--- src/rtl/sparc_ifu_fetstg_pkg.sv ---
// Shared definitions for the fetch staging queue: word layout and the
// way-select classification used to decide hit / miss / multi-hit.
package sparc_ifu_fetstg_pkg;

    localparam int FST_DW      = 34;
    localparam int FST_PAR_BIT = 33;
    localparam int FST_SW_BIT  = 32;

    typedef enum logic [1:0] {
        WS_MISS = 2'b00,
        WS_HIT  = 2'b01,
        WS_MHIT = 2'b10
    } ws_class_e;

    // Zero bits set is a miss, exactly one is a hit, more than one is a multi-hit.
    function automatic ws_class_e ws_classify(input logic [3:0] waysel);
        int unsigned ones;
        ones = 0;
        for (int i = 0; i < 4; i++) begin
            ones += int'(waysel[i]);
        end
        if (ones == 0) begin
            return WS_MISS;
        end else if (ones == 1) begin
            return WS_HIT;
        end
        return WS_MHIT;
    endfunction

endpackage

--- src/rtl/sparc_ifu_fstq.sv ---
// Generic DEPTH x W synchronous FIFO with flush. Head data is read straight
// from storage, so a pushed entry is visible no earlier than the next cycle.
module sparc_ifu_fstq #(
    parameter int DEPTH = 2,
    parameter int W     = 71
) (
    input  logic         clk,
    input  logic         rst_l,
    input  logic         push,
    input  logic         pop,
    input  logic         flush,
    input  logic [W-1:0] din,
    output logic         full,
    output logic         empty,
    output logic [W-1:0] head
);

    localparam int PW = (DEPTH > 1) ? $clog2(DEPTH) : 1;
    localparam int CW = PW + 1;

    logic [W-1:0]  mem [DEPTH];
    logic [PW-1:0] wr_ptr;
    logic [PW-1:0] rd_ptr;
    logic [CW-1:0] count;
    logic          do_push;
    logic          do_pop;

    assign full    = (count == CW'(DEPTH));
    assign empty   = (count == '0);
    assign do_push = push & ~full & ~flush;
    assign do_pop  = pop & ~empty & ~flush;
    assign head    = mem[rd_ptr];

    // Storage write; contents need no reset since count gates visibility.
    always_ff @(posedge clk) begin
        if (do_push) begin
            mem[wr_ptr] <= din;
        end
    end

    // Pointer and occupancy tracking; flush clears like reset.
    always_ff @(posedge clk) begin
        if (!rst_l || flush) begin
            wr_ptr <= '0;
            rd_ptr <= '0;
            count  <= '0;
        end else begin
            if (do_push) begin
                wr_ptr <= wr_ptr + PW'(1);
            end
            if (do_pop) begin
                rd_ptr <= rd_ptr + PW'(1);
            end
            case ({do_push, do_pop})
                2'b10:   count <= count + CW'(1);
                2'b01:   count <= count - CW'(1);
                default: count <= count;
            endcase
        end
    end

endmodule

--- src/rtl/sparc_ifu_fetstg.sv ---
// Fetch staging: classifies each s1 fetch by way-select, parity-checks the
// fetch and top words, and queues good fetches towards decode.
module sparc_ifu_fetstg
    import sparc_ifu_fetstg_pkg::*;
#(
    parameter int DEPTH = 2,
    parameter int DW    = FST_DW
) (
    input  logic          rclk,
    input  logic          rst_l,
    input  logic          fcl_fst_fetval_s1,
    input  logic [1:0]    fcl_fst_tid_s1,
    input  logic          fcl_fst_flush,
    input  logic [3:0]    itlb_wsel_waysel_s1,
    input  logic [DW-1:0] wsel_fdp_fetdata_s1,
    input  logic [DW-1:0] wsel_fdp_topdata_s1,
    input  logic          dtu_fst_ready,
    output logic          fst_fcl_stall,
    output logic          fst_fcl_icmiss_s2,
    output logic          fst_fcl_mhit_s2,
    output logic          fst_dtu_val_s2,
    output logic [DW-1:0] fst_dtu_inst_s2,
    output logic [DW-1:0] fst_dtu_top_s2,
    output logic [1:0]    fst_dtu_tid_s2,
    output logic          fst_dtu_perr_s2
);

    localparam int EW = 2 * DW + 3;

    ws_class_e      ws_class;
    logic           push;
    logic           pop;
    logic           perr_s1;
    logic           q_full;
    logic           q_empty;
    logic [EW-1:0]  q_din;
    logic [EW-1:0]  q_head;
    logic [DW-1:0]  head_inst;
    logic [DW-1:0]  head_top;
    logic [1:0]     head_tid;
    logic           head_perr;

    assign ws_class = ws_classify(itlb_wsel_waysel_s1);

    // Even parity across the whole word, parity bit included.
    assign perr_s1 = (^wsel_fdp_fetdata_s1) | (^wsel_fdp_topdata_s1);

    assign push = fcl_fst_fetval_s1 & (ws_class == WS_HIT) & ~fst_fcl_stall & ~fcl_fst_flush;
    assign pop  = fst_dtu_val_s2 & dtu_fst_ready & ~fcl_fst_flush;

    assign q_din = {fcl_fst_tid_s1, perr_s1, wsel_fdp_topdata_s1, wsel_fdp_fetdata_s1};
    assign {head_tid, head_perr, head_top, head_inst} = q_head;

    sparc_ifu_fstq #(
        .DEPTH (DEPTH),
        .W     (EW)
    ) u_fstq (
        .clk   (rclk),
        .rst_l (rst_l),
        .push  (push),
        .pop   (pop),
        .flush (fcl_fst_flush),
        .din   (q_din),
        .full  (q_full),
        .empty (q_empty),
        .head  (q_head)
    );

    // Stall comes only from registered occupancy, never from ready.
    assign fst_fcl_stall  = q_full;
    assign fst_dtu_val_s2 = ~q_empty;

    // Head fields are zeroed while the queue is empty so reset/idle outputs read 0.
    assign fst_dtu_inst_s2 = fst_dtu_val_s2 ? head_inst : '0;
    assign fst_dtu_top_s2  = fst_dtu_val_s2 ? head_top  : '0;
    assign fst_dtu_tid_s2  = fst_dtu_val_s2 ? head_tid  : '0;
    assign fst_dtu_perr_s2 = fst_dtu_val_s2 & head_perr;

    // One-cycle miss / multi-hit pulses, suppressed by flush.
    always_ff @(posedge rclk) begin
        if (!rst_l) begin
            fst_fcl_icmiss_s2 <= 1'b0;
            fst_fcl_mhit_s2   <= 1'b0;
        end else begin
            fst_fcl_icmiss_s2 <= fcl_fst_fetval_s1 & (ws_class == WS_MISS) & ~fcl_fst_flush;
            fst_fcl_mhit_s2   <= fcl_fst_fetval_s1 & (ws_class == WS_MHIT) & ~fcl_fst_flush;
        end
    end

`ifdef DEFINE_0IN
    // fcl must hold off while the queue is full; such a fetch is dropped.
    fetch_while_stalled: assert property (@(posedge rclk) disable iff (!rst_l)
        !(fcl_fst_fetval_s1 && fst_fcl_stall));
`endif

endmodule

--- config.mk ---
export PLATFORM = sky130hd
export DESIGN_NAME = sparc_ifu_fetstg
export DESIGN_NICKNAME = d
export VERILOG_FILES = /design/src/rtl/sparc_ifu_fetstg_pkg.sv /design/src/rtl/sparc_ifu_fstq.sv /design/src/rtl/sparc_ifu_fetstg.sv
export SDC_FILE = /design/constraint.sdc
export NUM_CORES = 1
export LEC_CHECK = 0
export ABC_CLOCK_PERIOD_IN_PS = 5100
export BUFFER_PORTS_ARGS = -buffer_cell sky130_fd_sc_hd__buf_2
export CAP_MARGIN = 20
export CORE_UTILIZATION = 40
export DETAILED_ROUTE_END_ITERATION = 8
export GPL_TIMING_DRIVEN = 0
export PLACE_DENSITY = 0.76
export SLEW_MARGIN = 10
export SYNTH_ARGS = -nofsm -noshare
export SYNTH_HDL_FRONTEND = slang
export SYNTH_HIERARCHICAL = 1
export SYNTH_SLANG_ARGS = --single-unit
--- constraint.sdc ---
create_clock -name rclk -period 5.1 [get_ports rclk]
set_clock_uncertainty 0.2 [all_clocks]
set_input_delay 0.255 -clock rclk [delete_from_list [all_inputs] [get_ports rclk]]
set_output_delay 0.255 -clock rclk [all_outputs]
set_load 0.01 [all_outputs]
==> impl_metrics.yaml <==
status:
  outcome: "finished clean"
floorplanning:
  die_w_um: 130
  coreArea_mm2: 0.0159
  io_pins: 154
  die_height_um: 130
  die_area_mm2: 0.0169
  start_util_pct: 41.1
  num_rows: 46
clock_tree:
  cts_buffer_depth: 2
  ctsHoldBuffers: 74
  post_cts_resized: 0
  numClockSinks: 149
  cts_tree: "done"
  cts-root-buf: "clkbuf_16"
  clkTransAtPathRegs_ps: 60
  clock_latency_ps: 410
  cts_setup_buffers: 0
  cts-htree-levels: 4
  cts_buffers: 17
power:
  power.total_uw: 3080
  internal-power_uw: 2460
  peakVddDrop_mv: 0.229
  p_seq_share_pct: 44.3
  clkPwrFrac_pct: 45.3
  leakage_uw: 0.00344
  combinationalPowerShare_pct: 10.4
  swShare_pct: 20.2
  switchingPower_uw: 623
  power_density_mw_per_mm2: 339
synthesis:
  synth_cell_type_count: 26
  synth_fa_ha_area_share_pct: 0.878
  yosys.area_share.simple_pct: 8.33
  synth_edf_count: 142
  ys_seq_elements: 149
  synth_top_area_share_pct: 65.1
  synth_flop_cell: "edfxtp_1"
  synthArstFlopShare_pct: 0
  muxShareOfSynthArea_pct: 12.2
  synth_nets: 495
  ys_seq_area_share_pct: 67.2
  syn_area_per_cell_um2: 15.9
  syn-cell-area_mm2: 0.00655
  yosys.area.top_type: "edfxtp_1"
  ys.warnings.count: 6
  synth-compound-area-share_pct: 0.420
  synth_xor_area_share_pct: 9.38
  ys_top_cells_by_area: "edfxtp_1 65%, mux2_2 12%, xnor2_1 7.6%"
  synth_top_family_by_area: "multiplexers"
  synth_cells: 412
final_layout:
  drive_gt1_share_pct: 39.7
  final_cells: 891
  layout_commonest_cell: "buf_2"
  syn_to_final_growth_pct: 38.9
  fin_area_mm2: 0.00910
  final_nets: 745
  mostFrequentLayoutCells: "161 x buf_2, 142 x edfxtp_1, 74 x dlygate4sd3_1"
  diodes: 0
place:
  placed_cells: 785
  pre_cts_slack_ps: 1470
  port_buffers: 153
  hpwl_mm: 9.38
  dpl_cell_area_mm2: 0.00770
  finalWeightedCongestion: 0.727
route:
  first_pass_iters: 4
  ant_nets: 0
  first_iter_violations: 194
  wire_per_inst_um: 16.3
  drt_drc_violations_left: 0
  wl_mm: 14.5
  drt-vias-per-instance: 4.64
  vias: 4134
critical_path:
  path_delay_family: "simple AND/OR/NAND/NOR gates"
  critPathSlowestCell: "nor2_4"
  critPathLaunchType: "primary input"
  critPathMaxStageDelay_ps: 770
  cp.buffers_inverters: 4
  crit_fanout: 27
  worstPathArrival_ps: 3110
  critPathCaptureType: "register"
  crit_required_ps: 5010
  ff2ff_setup_slack_ps: 2110
  cp_cell_sequence: "buf_2 > inv_1 > fa_1 > inv_1 > ha_1 > ha_1 > nor3_1 > nand3_1 > nor2_4 > buf_12"
  worstSetupPathType: "in2reg"
worst_hold_path:
  hold_class: "in2reg"
job:
  drv_cap: 0
timing:
  period_minus_slack_ps: 3200
  hold_viol: 0
  max_freq_mhz: 312
  maxSlewHeadroom_pct: 38.6
  rsz0062_at_grt: "false"
  setup_viol: 0
  slew_violations: 0
  post-route-period-util_pct: 62.7
  fin_ws_ps: 1900
  worstMarginPinSlew_ps: 919
grt:
  overflow: 0
  track_usage_pct: 17.8
  grt_pass1_vias: 4385
  antenna_found_initial: 0
  grt_first_pass_wirelength_mm: 21.9
  grt_start_max_net_pins: 28
## stage by stage
stage	setup TNS (ps)	util, %	hold WS (ps)
2_1_floorplan	-48700	-	154
3_3_place_gp	-319980	47.6	253
3_5_place_dp	0	48.3	258
4_1_cts	0	57.1	34.1
5_1_grt	0	57.1	85.4
6_report	0	57.1	74.9
## cells in the mapped netlist, types with 2 or more instances
cell        n
edfxtp_1  142
nor2_1      9
nand2_1     2
ha_1        3
mux2_2     71
dfxtp_1     7
inv_1       9
xnor2_1    57
o21ai_0     2
xnor3_1     2
clkbuf_1    6
a21oi_1     2
buf_1       2
nand3_1     2
nor2b_1    71
xor2_1      8
buf_2       8
## path summary, 6_finish.rpt
path                                from                 to  cells past startpoint
setup / recovery  itlb_wsel_waysel_s1[0]  u_fstq/mem[1][22]                     10
hold / removal             fcl_fst_flush    u_fstq/count[1]                      4
setup reg to reg         u_fstq/count[0]  u_fstq/mem[1][22]                      7
hold reg to reg            u_fstq/rd_ptr           register                      2
## power by group through the flow
stage	clock [uW]	combinational, uW	sequential (uW)
after floorplan	0	178	1390
after global placement	0	268	1390
after detailed placement	0	279	1390
after CTS	1420	326	1370
after global routing	1470	353	1370
final	1390	320	1370
## routing by layer
metal	share of wire, %	GRT usage, %	vias to the layer above
met5	0	0	-
met4	1.9	8.62	0
met3	4.4	4.31	27
met2	53	32.4	114
met1	41	19.4	2022
li1	-	-	1971
## sequential cells by signal, summed over array words and instances (netlist names), named ones only
register	flops
u_fstq/rd_ptr	1
fst_fcl_icmiss_s2	1
u_fstq/mem	142
fst_fcl_mhit_s2	1
u_fstq/count	2
u_fstq/wr_ptr	1
## worst min-delay path, stage by stage
cell     delay [ps]
buf_2           120
inv_1            60
nand2_1         140
a21oi_1          60
## cell families after synthesis
group                      Yosys count
AOI/OAI and AO/OA                    5
xor gates and xnor gates            67
adders and majority gates            4
buffers and inverters               25
DFF                                149
muxes                               71
and+or+nand+nor                     91
## layout make-up
type / count / area, um2
inverters: 9 / 33.8
plain buffers: 16 / 70.1
repair buffers: 231 / 1600
clock buffers: 19 / 433
well taps: 216 / 270
multi-input cells: 238 / 2060
fillers: 1261 / 6840
flip-flops and latches: 149 / 4400
clock inverters: 13 / 230
Power figures use the tool's default switching activity.
